<file path="src/rtl/multi_tone_dds.sv">
// -----------------------------------------------------------------------------
// multi_tone_dds
//
// N-channel direct-digital-synthesis tone generator. A programmable tick counter
// sets the sample rate as a clock enable on clk_in. On every tick, each channel's
// phase accumulator advances by its tuning word. The phase top bits address a
// shared sine ROM. The ROM sample is scaled by a per-channel 8-bit amplitude.
// All channels are then summed into a full-precision composite.
//
// Pipeline (tick seen in cycle T, sample_valid high in cycle T+4):
//   stage 1 : phase accumulate, amplitude captured with the tick
//   stage 2 : registered sine ROM read
//   stage 3 : amplitude scaling (floor rounding)
//   stage 4 : output registers and composite sum, sample_valid pulse
//
// Ports:
//   clk_in       in   system clock
//   reset_p      in   asynchronous active-high reset (clears all state)
//   enable       in   1 = tick counter runs, 0 = counter frozen and no ticks
//   sample_div   in   tick period minus one
//   ftw          in   per-channel tuning words, channel i at [i*PHASE_W +: PHASE_W]
//   amp          in   per-channel unsigned amplitude, channel i at [i*8 +: 8]
//   cfg_load     in   strobe: capture ftw/amp into the active configuration
//   phase_clr    in   synchronous clear of all phase accumulators
//   sin_out      out  per-channel signed samples, channel i at [i*DATA_W +: DATA_W]
//   mix_out      out  signed sum of all channel samples
//   sample_valid out  one-cycle pulse when sin_out/mix_out update
// -----------------------------------------------------------------------------
module multi_tone_dds #(
    parameter  int NCH     = 2,
    parameter  int PHASE_W = 24,
    parameter  int LUT_AW  = 5,
    parameter  int DATA_W  = 8,
    localparam int MIX_W   = DATA_W + $clog2(NCH)
) (
    input  logic                      clk_in,
    input  logic                      reset_p,
    input  logic                      enable,
    input  logic [15:0]               sample_div,
    input  logic [NCH*PHASE_W-1:0]    ftw,
    input  logic [NCH*8-1:0]          amp,
    input  logic                      cfg_load,
    input  logic                      phase_clr,
    output logic [NCH*DATA_W-1:0]     sin_out,
    output logic signed [MIX_W-1:0]   mix_out,
    output logic                      sample_valid
);

    localparam int  LUT_SZ = 2 ** LUT_AW;
    localparam int  PROD_W = DATA_W + 9;
    localparam real PI     = 3.14159265358979323846;

    // Sine ROM entry, rounded half away from zero to the peak of the signed
    // sample range.
    function automatic logic signed [DATA_W-1:0] sine_entry(input int k);
        real peak;
        real x;
        int  r;
        peak = real'((2 ** (DATA_W - 1)) - 1);
        x    = peak * $sin(2.0 * PI * real'(k) / real'(LUT_SZ));
        if (x >= 0.0) r = $rtoi(x + 0.5);
        else          r = -$rtoi(0.5 - x);
        return r[DATA_W-1:0];
    endfunction

    // (sample * gain) >>> 8, floor rounding; |sample| <= 2^(DATA_W-1)-1 and
    // gain < 256, so the result always fits DATA_W bits.
    function automatic logic signed [DATA_W-1:0] scale_amp(
        input logic signed [DATA_W-1:0] smp,
        input logic [7:0]               gain
    );
        logic signed [PROD_W-1:0] prod;
        prod = PROD_W'(smp) * PROD_W'($signed({1'b0, gain}));
        prod = prod >>> 8;
        return prod[DATA_W-1:0];
    endfunction

    logic signed [DATA_W-1:0] lut_rom [LUT_SZ];

    for (genvar k = 0; k < LUT_SZ; k++) begin : g_rom
        assign lut_rom[k] = sine_entry(k);
    end

    // State and pipeline registers
    logic [15:0]              cnt_q,        cnt_d;
    logic [NCH*PHASE_W-1:0]   act_ftw_q,    act_ftw_d;
    logic [NCH*8-1:0]         act_amp_q,    act_amp_d;
    logic [PHASE_W-1:0]       phase_q       [NCH];
    logic [PHASE_W-1:0]       phase_d       [NCH];
    logic [7:0]               amp_p1_q      [NCH];
    logic [7:0]               amp_p1_d      [NCH];
    logic                     vld_p1_q,     vld_p1_d;
    logic signed [DATA_W-1:0] lut_p2_q      [NCH];
    logic signed [DATA_W-1:0] lut_p2_d      [NCH];
    logic [7:0]               amp_p2_q      [NCH];
    logic [7:0]               amp_p2_d      [NCH];
    logic                     vld_p2_q,     vld_p2_d;
    logic signed [DATA_W-1:0] scl_p3_q      [NCH];
    logic signed [DATA_W-1:0] scl_p3_d      [NCH];
    logic                     vld_p3_q,     vld_p3_d;
    logic [NCH*DATA_W-1:0]    sin_out_q,    sin_out_d;
    logic signed [MIX_W-1:0]  mix_out_q,    mix_out_d;
    logic                     sample_valid_q, sample_valid_d;

    logic                     tick;
    logic signed [MIX_W-1:0]  mix_sum;

    always_comb begin
        // Tick counter: >= compare so a lowered sample_div wraps immediately.
        tick  = enable && (cnt_q >= sample_div);
        cnt_d = cnt_q;
        if (enable) cnt_d = tick ? 16'd0 : cnt_q + 16'd1;

        // A load coincident with a tick is already used by that tick.
        act_ftw_d = cfg_load ? ftw : act_ftw_q;
        act_amp_d = cfg_load ? amp : act_amp_q;

        // ---- stage 1: phase accumulate ----
        for (int i = 0; i < NCH; i++) begin
            phase_d[i]  = phase_q[i];
            amp_p1_d[i] = amp_p1_q[i];
            if (phase_clr)
                phase_d[i] = '0;
            else if (tick)
                phase_d[i] = phase_q[i] + act_ftw_d[i*PHASE_W +: PHASE_W];
            if (tick)
                amp_p1_d[i] = act_amp_d[i*8 +: 8];
        end
        vld_p1_d = tick;

        // ---- stage 2: sine ROM read ----
        for (int i = 0; i < NCH; i++) begin
            lut_p2_d[i] = lut_rom[phase_q[i][PHASE_W-1 -: LUT_AW]];
            amp_p2_d[i] = amp_p1_q[i];
        end
        vld_p2_d = vld_p1_q;

        // ---- stage 3: amplitude scaling ----
        for (int i = 0; i < NCH; i++) begin
            scl_p3_d[i] = scale_amp(lut_p2_q[i], amp_p2_q[i]);
        end
        vld_p3_d = vld_p2_q;

        // ---- stage 4: outputs and composite ----
        mix_sum = '0;
        for (int i = 0; i < NCH; i++) begin
            mix_sum = mix_sum + MIX_W'(scl_p3_q[i]);
        end
        sin_out_d = sin_out_q;
        mix_out_d = mix_out_q;
        if (vld_p3_q) begin
            for (int i = 0; i < NCH; i++) begin
                sin_out_d[i*DATA_W +: DATA_W] = scl_p3_q[i];
            end
            mix_out_d = mix_sum;
        end
        sample_valid_d = vld_p3_q;
    end

    always_ff @(posedge clk_in or posedge reset_p) begin
        if (reset_p) begin
            cnt_q          <= '0;
            act_ftw_q      <= '0;
            act_amp_q      <= '0;
            vld_p1_q       <= 1'b0;
            vld_p2_q       <= 1'b0;
            vld_p3_q       <= 1'b0;
            sin_out_q      <= '0;
            mix_out_q      <= '0;
            sample_valid_q <= 1'b0;
            for (int i = 0; i < NCH; i++) begin
                phase_q[i]  <= '0;
                amp_p1_q[i] <= '0;
                lut_p2_q[i] <= '0;
                amp_p2_q[i] <= '0;
                scl_p3_q[i] <= '0;
            end
        end else begin
            cnt_q          <= cnt_d;
            act_ftw_q      <= act_ftw_d;
            act_amp_q      <= act_amp_d;
            vld_p1_q       <= vld_p1_d;
            vld_p2_q       <= vld_p2_d;
            vld_p3_q       <= vld_p3_d;
            sin_out_q      <= sin_out_d;
            mix_out_q      <= mix_out_d;
            sample_valid_q <= sample_valid_d;
            for (int i = 0; i < NCH; i++) begin
                phase_q[i]  <= phase_d[i];
                amp_p1_q[i] <= amp_p1_d[i];
                lut_p2_q[i] <= lut_p2_d[i];
                amp_p2_q[i] <= amp_p2_d[i];
                scl_p3_q[i] <= scl_p3_d[i];
            end
        end
    end

    assign sin_out      = sin_out_q;
    assign mix_out      = mix_out_q;
    assign sample_valid = sample_valid_q;

endmodule

</file>
<file path="config.mk">
export PLATFORM = sky130hd
export DESIGN_NAME = multi_tone_dds
export DESIGN_NICKNAME = d
export VERILOG_FILES = /design/src/rtl/multi_tone_dds.sv
export SDC_FILE = /design/constraint.sdc
export NUM_CORES = 1
export LEC_CHECK = 0
export BUFFER_PORTS_ARGS = -buffer_cell sky130_fd_sc_hd__buf_2
export CAP_MARGIN = 5
export CORE_UTILIZATION = 62
export DETAILED_ROUTE_END_ITERATION = 7
export MAX_ROUTING_LAYER = met4
export PLACE_DENSITY = 0.82
export SYNTH_ARGS = -nofsm -noshare
export SYNTH_HDL_FRONTEND = slang
export SYNTH_SLANG_ARGS = --single-unit
</file>
<file path="constraint.sdc">
create_clock -name clk_in -period 8.35 [get_ports clk_in]
set_input_delay 1.2525 -clock clk_in [delete_from_list [all_inputs] [get_ports clk_in]]
set_output_delay 1.2525 -clock clk_in [all_outputs]
set_load 0.01 [all_outputs]
</file>
==> impl_metrics.yaml <==
outcome:
  outcome: "complete, no violations"
route:
  drt_pre_antenna_iters: 4
  wl_per_cell_um: 15.6
  drc: 0
  drt_iter0_drc: 537
  num_vias: 11200
  routed_wl_um: 30900
  drtAntennaViolNets: 0
  via_per_inst: 5.64
timing:
  rsz0062_at_grt: "false"
  finalSetupTns_ns: 0
  hold_violations: 0
  slew_headroom_pct: 29.8
  skew_ns: 0.0223
  min_period_ns: 4.89
  setup-violations-final: 0
  maxSlewViolCount: 0
  tightest_slew_ns: 1.05
  fmax_mhz: 204
  fin_crit_sh_pct: 58.6
  setup_ws_ns: 3.46
placement:
  portBuffers: 110
  dpl_cell_area_um2: 16100
  dp.cells: 1929
  gp_congestion: 0.885
  dpl.hpwl_um: 22400
  post-place-ws_ns: 2.97
logic_synthesis:
  synth_nets: 1851
  yosys.area_share.adder_pct: 22.3
  synth_warnings: 0
  muxShareOfSynthArea_pct: 7.58
  synth_seq_cells: 221
  synth_xor_area_share_pct: 4.05
  synth_flop_cell: "dfrtp_1"
  ys_top_cells_by_area: "dfrtp_1 (36%), ha_1 (13%), fa_1 (9.5%)"
  synthSimpleGateAreaFrac_pct: 14.1
  yosysTopAreaCellShare_pct: 36.1
  synth_top_family_by_area: "adder cells"
  synth_area_um2: 15300
  avgSynthCellArea_um2: 9.99
  syn_inst: 1536
  synth_top_area_cell: "dfrtp_1"
  synthArstFlopShare_pct: 100
  synth_edf_count: 0
  ys_seq_area_share_pct: 36.1
  ys_types: 66
  synth_compound_area_share_pct: 11.2
worst_setup_path:
  worstSetupPathType: "input port to flop"
  critPathMaxFanout: 40
  cp.arrival_ns: 5.31
  required_ns: 8.76
  startpoint_type: "input port"
  critPathCaptureType: "flop"
clock_network:
  tritoncts: "built"
  cts_root_buf: "clkbuf_16"
  clockBufferDepth: 3
  cts_resized: 0
  cts_setup_buffers: 0
  cts_buffers: 25
  cts.sinks: 221
  cts_hold_buf: 0
  insertion_delay_ns: 0.53
  htree_levels: 1
  clkTransAtPathRegs_ns: 0.06
die:
  rows: 57
  die-area_um2: 25400
  ios: 111
  coreArea_um2: 24300
  die_h_um: 159
  die_width_um: 159
  start_util_pct: 63.1
global_routing:
  grt_pass1_vias: 11300
  grt_usage_pct: 25.9
  grt_first_pass_wirelength_um: 52800
  grt_overflow: 0
  grt_start_max_net_pins: 143
  antenna_found_initial: 6
pwr:
  powerDensity_nw_per_um2: 145
  internal-power_uw: 1860
  seq_power_share_pct: 46.2
  fin_total_pwr_uw: 2460
  swShare_pct: 24.5
  leakagePower_uw: 0.00891
  comb_power_share_pct: 9.4
  ir_worst_vdd_mv: 0.158
  switchingPower_uw: 602
  clockPowerShare_pct: 44.3
run:
  maxCapViolCount: 0
finish:
  num-nets-final: 1947
  syn2layout_area_growth_pct: 10.7
  final_cells: 1980
  drive_gt1_share_pct: 15.9
  design_area_um2: 17000
min_path:
  hold_class: "flop to flop"
-- routing by layer --
layer / share of wire, % / wire [um] / GRT usage (%)
met1: 44 / 13600 / 32.3
met3: 4.6 / 1410 / 4.32
met2: 49 / 15300 / 44.1
met4: 2.1 / 646 / 6.12
met5: 0 / 0 / -
-- per-stage QoR --
step	utilization [%]	hold slack, ns
after floorplan	-	0.331
after global placement	66.4	0.333
after detailed placement	66.4	0.335
after CTS	69.8	0.348
after global routing	69.8	0.360
final	69.8	0.348
-- power groups by stage --
| stage | clock network [uW] | logic (uW) | registers (uW) |
|---|---|---|---|
| 6_report | 1090 | 233 | 1140 |
| 5_1_grt | 1160 | 263 | 1140 |
| 4_1_cts | 1110 | 234 | 1140 |
| 3_5_place_dp | 0 | 230 | 1160 |
| 3_3_place_gp | 0 | 222 | 1160 |
| 2_1_floorplan | 0 | 172 | 1150 |
-- cells by family (layout without fill, tap and decap cells) --
logic type,after synthesis,in the layout
simple gates,459,459
compound gates,267,267
fa+ha+maj,230,230
flops,221,221
buf+inv,186,300
mux,102,102
xor+xnor,71,71
other cells,0,6
-- cell type report --
type	count	area, um2
sequential	221	5530
clock inverter	13	136
fill	1773	7340
multi-input combinational	1129	9090
timing repair buffer	115	588
antenna	6	15.0
clock buffer	32	682
tap	324	405
inverter	140	533
-- critical path: stages --
cell and delay, ns:
buf_2 0.75, buf_4 0.50, mux2_2 0.43, fa_1 0.47, a21oi_1 0.17, o21bai_1 0.15, a2111oi_2 0.49, o211ai_1 0.31
nand2_1 0.18, o21bai_1 0.11, a31oi_1 0.21, xnor2_1 0.08, a21o_1 0.17
-- registers in the layout, summed over array words and instances, names as in the netlist --
name,cells
scl_p3_q,16
cnt_q,16
vld_p1_q,1
sample_valid,1
act_ftw_q,48
amp_p1_q,16
mix_out,9
vld_p2_q,1
sin_out,16
sample_valid_d,1
lut_p2_q,16
phase_q,48
act_amp_q,16
amp_p2_q,16
-- placed cells by master, fill, tap and decap left out, types with 13 or more instances in the layout --
cell	n
ha_1	157
nand3_1	18
clkbuf_16	25
nor3_1	16
a31oi_1	13
o21a_1	13
dfrtp_1	221
inv_1	137
a211oi_1	16
and3_1	20
o21ai_0	35
a21o_1	35
buf_2	110
xnor2_1	44
xor2_1	27
fa_1	73
and2_1	75
a21oi_1	87
mux2_2	91
nand2_1	186
nor2_1	86
-- synth_stat cells, types with 3 or more instances --
master	instances
dfrtp_1	221
nand2_1	187
ha_1	157
inv_1	138
mux2_2	91
a21oi_1	87
nor2_1	86
and2_1	75
fa_1	73
xnor2_1	44
clkbuf_1	37
a21o_1	35
o21ai_0	35
xor2_1	27
and3_1	20
nand3_1	18
a211oi_1	16
nor3_1	16
a31oi_1	13
o21a_1	13
nand2b_1	12
o21ai_1	12
o21bai_1	12
or3_1	11
nand4_1	9
nor2b_1	9
mux2i_1	7
o211ai_1	7
a22o_1	6
nand3b_1	5
buf_2	4
o22ai_1	4
buf_1	3
nor4_1	3
-- path summary, 6_finish.rpt --
check                                  start        endpoint  slack, ns  depth (start not counted)
worst min register to register      vld_p2_q  sample_valid_d       0.35                          0
max in group asynchronous            reset_p   act_amp_q[13]       5.82                          3
worst max register to register  lut_p2_q[15]    scl_p3_q[14]       3.78                         15
min in group asynchronous            reset_p      mix_out[8]       0.91                          2
worst max-delay path                cfg_load     phase_q[46]       3.46                         13
worst min-delay path                vld_p2_q  sample_valid_d       0.35                          0
Power figures use the tool's default switching activity.
